$ cat src/rtl/scc_mem_arbiter.sv
// Single-port memory arbiter for the SCC: data-over-fetch grant in RUN, then a
// post-halt sequencer that streams every word of the dump range over valid/ready.
//
// state     | meaning
// ----------|-----------------------------------------------------------
// S_RUN     | pipeline owns memory, data requests beat fetch
// S_DRAIN   | one idle cycle after halt so an in-flight read returns
// S_DUMP_RD | read strobe for the word at the dump pointer
// S_DUMP_WAIT | word offered on dump port until the consumer takes it
// S_DONE    | dump finished, memory idle until reset
module scc_mem_arbiter #(
  parameter int ADDR_W = 16,
  parameter int DATA_W = 32,
  parameter logic [ADDR_W-1:0] DUMP_START = '0,
  parameter logic [ADDR_W-1:0] DUMP_END = 16'hFFFC
) (
  input  logic              clk,
  input  logic              rst,
  input  logic              clk_en,
  input  logic              halt_f,
  input  logic              if_req,
  input  logic [ADDR_W-1:0] if_addr,
  output logic              if_gnt,
  output logic              if_rvalid,
  output logic [DATA_W-1:0] if_rdata,
  input  logic              dm_req,
  input  logic              dm_we,
  input  logic [ADDR_W-1:0] dm_addr,
  input  logic [DATA_W-1:0] dm_wdata,
  output logic              dm_gnt,
  output logic              dm_rvalid,
  output logic [DATA_W-1:0] dm_rdata,
  output logic              mem_en,
  output logic              mem_we,
  output logic [ADDR_W-1:0] mem_addr,
  output logic [DATA_W-1:0] mem_wdata,
  input  logic [DATA_W-1:0] mem_rdata,
  output logic              dump_valid,
  input  logic              dump_ready,
  output logic [ADDR_W-1:0] dump_addr,
  output logic [DATA_W-1:0] dump_data,
  output logic              dump_done,
  output logic              err_misalign
);

  typedef enum logic [2:0] {
    S_RUN, S_DRAIN, S_DUMP_RD, S_DUMP_WAIT, S_DONE
  } state_t;

  state_t state_q, state_d;
  logic [ADDR_W-1:0] ptr_q;
  logic              if_rvalid_q, if_mis_q, dm_rvalid_q, dm_mis_q;
  logic [DATA_W-1:0] if_rdata_q, dm_rdata_q, dump_data_q;
  logic              dump_valid_q, dump_fresh_q, dump_done_q, err_q;
  logic [ADDR_W-1:0] dump_addr_q;
  logic              if_mis, dm_mis;

  assign if_mis = |if_addr[1:0];
  assign dm_mis = |dm_addr[1:0];

  // Memory data arrives in the cycle after the strobe, so it is passed straight
  // through while valid and the last delivered word is held afterwards.
  assign if_rvalid    = if_rvalid_q;
  assign if_rdata     = if_rvalid_q ? (if_mis_q ? '0 : mem_rdata) : if_rdata_q;
  assign dm_rvalid    = dm_rvalid_q;
  assign dm_rdata     = dm_rvalid_q ? (dm_mis_q ? '0 : mem_rdata) : dm_rdata_q;
  assign dump_valid   = dump_valid_q;
  assign dump_addr    = dump_addr_q;
  assign dump_data    = dump_fresh_q ? mem_rdata : dump_data_q;
  assign dump_done    = dump_done_q;
  assign err_misalign = err_q;

  always_comb begin
    state_d   = state_q;
    if_gnt    = 1'b0;
    dm_gnt    = 1'b0;
    mem_en    = 1'b0;
    mem_we    = 1'b0;
    mem_addr  = '0;
    mem_wdata = '0;
    case (state_q)
      S_RUN: begin
        if (halt_f) begin
          state_d = S_DRAIN;
        end else begin
          dm_gnt = dm_req;
          if_gnt = if_req & ~dm_req;
          if (dm_req) begin
            if (!dm_mis) begin
              mem_en    = 1'b1;
              mem_we    = dm_we;
              mem_addr  = dm_addr;
              mem_wdata = dm_wdata;
            end
          end else if (if_req && !if_mis) begin
            mem_en   = 1'b1;
            mem_addr = if_addr;
          end
        end
      end
      S_DRAIN: state_d = S_DUMP_RD;
      S_DUMP_RD: begin
        mem_en   = 1'b1;
        mem_addr = ptr_q;
        state_d  = S_DUMP_WAIT;
      end
      S_DUMP_WAIT: begin
        if (dump_valid_q && dump_ready)
          state_d = (ptr_q == DUMP_END) ? S_DONE : S_DUMP_RD;
      end
      S_DONE: state_d = S_DONE;
      default: state_d = S_RUN;
    endcase
    if (!clk_en) begin
      if_gnt    = 1'b0;
      dm_gnt    = 1'b0;
      mem_en    = 1'b0;
      mem_we    = 1'b0;
      mem_addr  = '0;
      mem_wdata = '0;
    end
  end

  always_ff @(posedge clk) begin
    if (!rst) begin
      state_q      <= S_RUN;
      ptr_q        <= DUMP_START;
      if_rvalid_q  <= 1'b0;
      if_mis_q     <= 1'b0;
      dm_rvalid_q  <= 1'b0;
      dm_mis_q     <= 1'b0;
      if_rdata_q   <= '0;
      dm_rdata_q   <= '0;
      dump_data_q  <= '0;
      dump_addr_q  <= '0;
      dump_valid_q <= 1'b0;
      dump_fresh_q <= 1'b0;
      dump_done_q  <= 1'b0;
      err_q        <= 1'b0;
    end else if (clk_en) begin
      state_q     <= state_d;
      if_rvalid_q <= if_gnt;
      if_mis_q    <= if_mis;
      dm_rvalid_q <= dm_gnt & ~dm_we;
      dm_mis_q    <= dm_mis;
      if (if_rvalid_q) if_rdata_q <= if_rdata;
      if (dm_rvalid_q) dm_rdata_q <= dm_rdata;
      if ((if_gnt && if_mis) || (dm_gnt && dm_mis)) err_q <= 1'b1;

      if (state_q == S_DUMP_RD) begin
        dump_valid_q <= 1'b1;
        dump_fresh_q <= 1'b1;
        dump_addr_q  <= ptr_q;
      end else if (state_q == S_DUMP_WAIT) begin
        dump_fresh_q <= 1'b0;
        if (dump_fresh_q) dump_data_q <= mem_rdata;
        if (dump_ready) begin
          dump_valid_q <= 1'b0;
          // End check precedes the increment, so the pointer never wraps.
          if (ptr_q == DUMP_END) dump_done_q <= 1'b1;
          else                   ptr_q <= ptr_q + ADDR_W'(4);
        end
      end
    end
  end

endmodule

$ cat config.mk
export PLATFORM = sky130hd
export DESIGN_NAME = scc_mem_arbiter
export DESIGN_NICKNAME = d
export VERILOG_FILES = /design/src/rtl/scc_mem_arbiter.sv
export SDC_FILE = /design/constraint.sdc
export NUM_CORES = 1
export LEC_CHECK = 0
export ABC_AREA = 1
export CORE_ASPECT_RATIO = 1.2
export CORE_MARGIN = 10
export CORE_UTILIZATION = 50
export CTS_BUF_LIST = sky130_fd_sc_hd__clkbuf_8
export CTS_CLUSTER_DIAMETER = 60
export DETAILED_ROUTE_END_ITERATION = 12
export GPL_ROUTABILITY_DRIVEN = 0
export PLACE_DENSITY = 0.89
export SYNTH_ARGS = -nofsm -noshare
export SYNTH_HDL_FRONTEND = slang
export SYNTH_SLANG_ARGS = --single-unit
$ cat constraint.sdc
create_clock -name clk -period 3.6 [get_ports clk]
set_clock_uncertainty 0.2 [all_clocks]
set_input_delay 0.72 -clock clk [delete_from_list [all_inputs] [get_ports clk]]
set_output_delay 0.72 -clock clk [all_outputs]
set_load 0.1 [all_outputs]
==> impl_metrics.csv <==
group,metric,value,unit
grt,antenna_found_initial,1,
setup_path,required,2.68,ns
power,clock_power_share,33.3,%
finish,diodes,0,
power,power_frac_seq,42.6,%
route,wl,30000,um
grt,grt_pass1_wl,47300,um
worst_hold_path,holdCritPathClass,"flip-flop to flip-flop",
finish,drive_gt1_share,22.1,%
timing,hold_slack,0.253,ns
route,routedWlPerCell,18.4,um
setup_path,r2r_slack,1.43,ns
timing,worst_pin_slew,0.685,ns
route,drtPass1Iterations,6,
finish,finalNetCount,1520,
setup_path,reg2reg_to,"if_rdata_q[21]$_SDFFE_PN0P_",
clocking,cts_setup_buffers,0,
route,routed_via_density,5.42,
timing,fin_tns_setup,0,ns
clocking,cts.sinks,135,
power,p_int,2350,uW
worst_hold_path,hold_end,"dump_data_q[1]$_SDFFE_PN0P_",
floorplanning,die_w,131,um
finish,n_fill_cell,874,
setup_path,crit_path_end_kind,"primary output",
placement,dpl_cell_area,0.0116,mm2
finish,final_common_cell,"inv_1",
placement,hpwl,22200,um
setup_path,arrival,2.35,ns
finish,layout_common_cells,"219 x inv_1, 160 x nand2_1, 134 x dfxtp_1, 129 x nor2_1, 121 x a21oi_1",
yosys,yosys.area.top_type_share,36.4,%
clocking,cts_buffer_depth,2,
clocking,insertion_delay,0.44,ns
timing,post-route-min-period,3.27,ns
timing,slew_headroom,54.4,%
timing,hold_viol_final,0,
route,drtAntennaViolNets,0,
clocking,cts_resized,0,
yosys,synth_top_area_cell,"dfxtp_1",
yosys,yosysWarnings,0,
floorplanning,io_pins,273,
power,cellLeakagePower,0.00508,uW
power,p_switching,1230,uW
floorplanning,die_y,153,um
floorplanning,design.core.area,0.0145,mm2
clocking,cts_tree,"yes",
yosys,ys_ff_latch,135,
floorplanning,dieArea,0.0201,mm2
setup_path,worst-r2r-cell-count,6,
yosys,avgSynthCellArea,6.27,um2
route,drc_errors,0,
run,maxCapViolCount,0,
power,powerDensity,299,mW/mm2
clocking,root_buffer,"clkbuf_8",
yosys,synth_cells,1183,
finish,fin_area,0.0120,mm2
outcome,status,"finished, final reports clean",
power,p_sw_share,34.3,%
yosys,synth_cell_types,29,
yosys,synthTopCellsByArea,"dfxtp_1 36%, inv_1 11%, a21oi_1 9.2%",
power,power_frac_comb,24.1,%
placement,io_buffers,268,
timing,fin_crit_sh,90.9,%
timing,setup_violations,0,
setup_path,timing.rr.start,"if_rvalid$_SDFFE_PN0P_",
setup_path,critical_path_class,"primary input to primary output",
floorplanning,floorplan.rows,48,
route,drt_iter0_markers,680,
floorplanning,start_util,51.3,%
grt,grt-ovfl-total,0,
worst_hold_path,holdCritStartpoint,"dump_data_q[1]$_SDFFE_PN0P_",
clocking,clkTransAtPathRegs,0.08,ns
grt,gr-usage-all-layers,28.7,%
setup_path,cp_max_fo,15,
power,vdd_drop_max,0.290,mV
grt,grt_pass1_vias,8539,
timing,maxSlewViolCount,0,
yosys,ys_seq_area_share,36.4,%
clocking,cts_inserted_buffers,17,
timing,rsz0062_at_grt,"no",
setup_path,critPathLaunchType,"primary input",
timing,max_freq,305,MHz
power,finalPower,3570,uW
clocking,cts_hold_buf,0,
yosys,syn_area,0.00742,mm2
route,dr_total_vias,8822,
clocking,cts-htree-levels,4,
worst_hold_path,whs_path_depth,2,
finish,area_growth,61.3,%
grt,grt_max_degree,65,
-- worst max-delay path by stage --
stage | end | from
floorplan | dm_rdata[0] | dm_rvalid$_SDFFE_PN0P_
global placement | mem_wdata[3] | halt_f
detailed placement | mem_addr[3] | dm_addr[0]
CTS | mem_addr[3] | dm_addr[0]
global route | mem_addr[9] | if_addr[0]
finish | mem_addr[3] | dm_addr[0]
-- final cells by class --
cell class,instances,area (um2),share of cell area [%]
clock buffer,17,234,1.95
sequential,135,2700,22.6
multi-input combinational,742,3830,32.0
tap,200,250,2.09
timing repair buffer,295,3970,33.2
inverter,224,850,7.10
clock inverter,15,130,1.09
-- critical path, cell delays in order --
cell             delay [ns]
clkdlybuf4s50_1        0.39
or2_2                  0.35
a21oi_2                0.14
buf_4                  0.20
nand3_1                0.11
a21oi_2                0.23
buf_12                 0.20
-- per-layer routing --
metal  GRT usage (%)  vias to the layer above  routed length [um]
li1                -                     4200                   -
met1            32.6                     4076               11300
met2            47.3                      465               14200
met3            10.6                       79                3260
met4            12.5                        2                1210
met5               0                        -                  13
-- power groups by stage --
stage                     registers (uW)  logic [uW]  clock network (uW)
after floorplan                     1560         510                   0
after global placement              1560         840                   0
after detailed placement            1560         853                   0
after CTS                           1520         859                1200
after global routing                1520         899                1270
final                               1520         862                1190
-- state kept, by name, indices dropped and copies added (netlist names), 3 cells and up --
| name | flops |
|---|---|
| dm_rdata_q | 32 |
| dump_data_q | 32 |
| if_rdata_q | 32 |
| dump_addr | 14 |
| ptr_q | 14 |
| state_q | 3 |
-- metrics by stage --
stage,util [%],instances,setup WS [ns]
after global routing,82.7,1628,0.176
final,82.7,1628,0.327
after floorplan,-,1186,-0.441
after global placement,80.2,1596,0.390
after detailed placement,80.2,1596,0.323
after CTS,82.7,1628,0.325
-- cell families after synthesis --
| kind of cell | synth area share (%) |
|---|---|
| flip-flops | 36.4 |
| AND/OR/NAND/NOR | 21.4 |
| buffers and inverters | 16.5 |
| AO/OA/AOI/OAI | 24.9 |
| XOR/XNOR | 0.590 |
| other | 0.0505 |
| adder cells (fa/ha/maj) | 0.169 |
-- cell usage after synthesis --
master	n
ha_1	1
conb_1	1
buf_8	1
nor3_1	1
nor2_4	2
o22ai_1	64
nand3_1	32
a21oi_2	10
or2_2	1
nor2_1	162
nand2_1	166
nand4_1	6
o21ai_1	9
nand2_2	10
nor2_2	4
inv_1	218
xnor2_1	2
clkinv_2	1
clkbuf_1	52
inv_2	5
xor2_1	3
a21oi_1	136
o21ai_0	126
nand2_4	2
buf_1	6
buf_4	8
buf_2	18
dfxtp_1	135
nor3_4	1
Power figures use the tool's default switching activity.
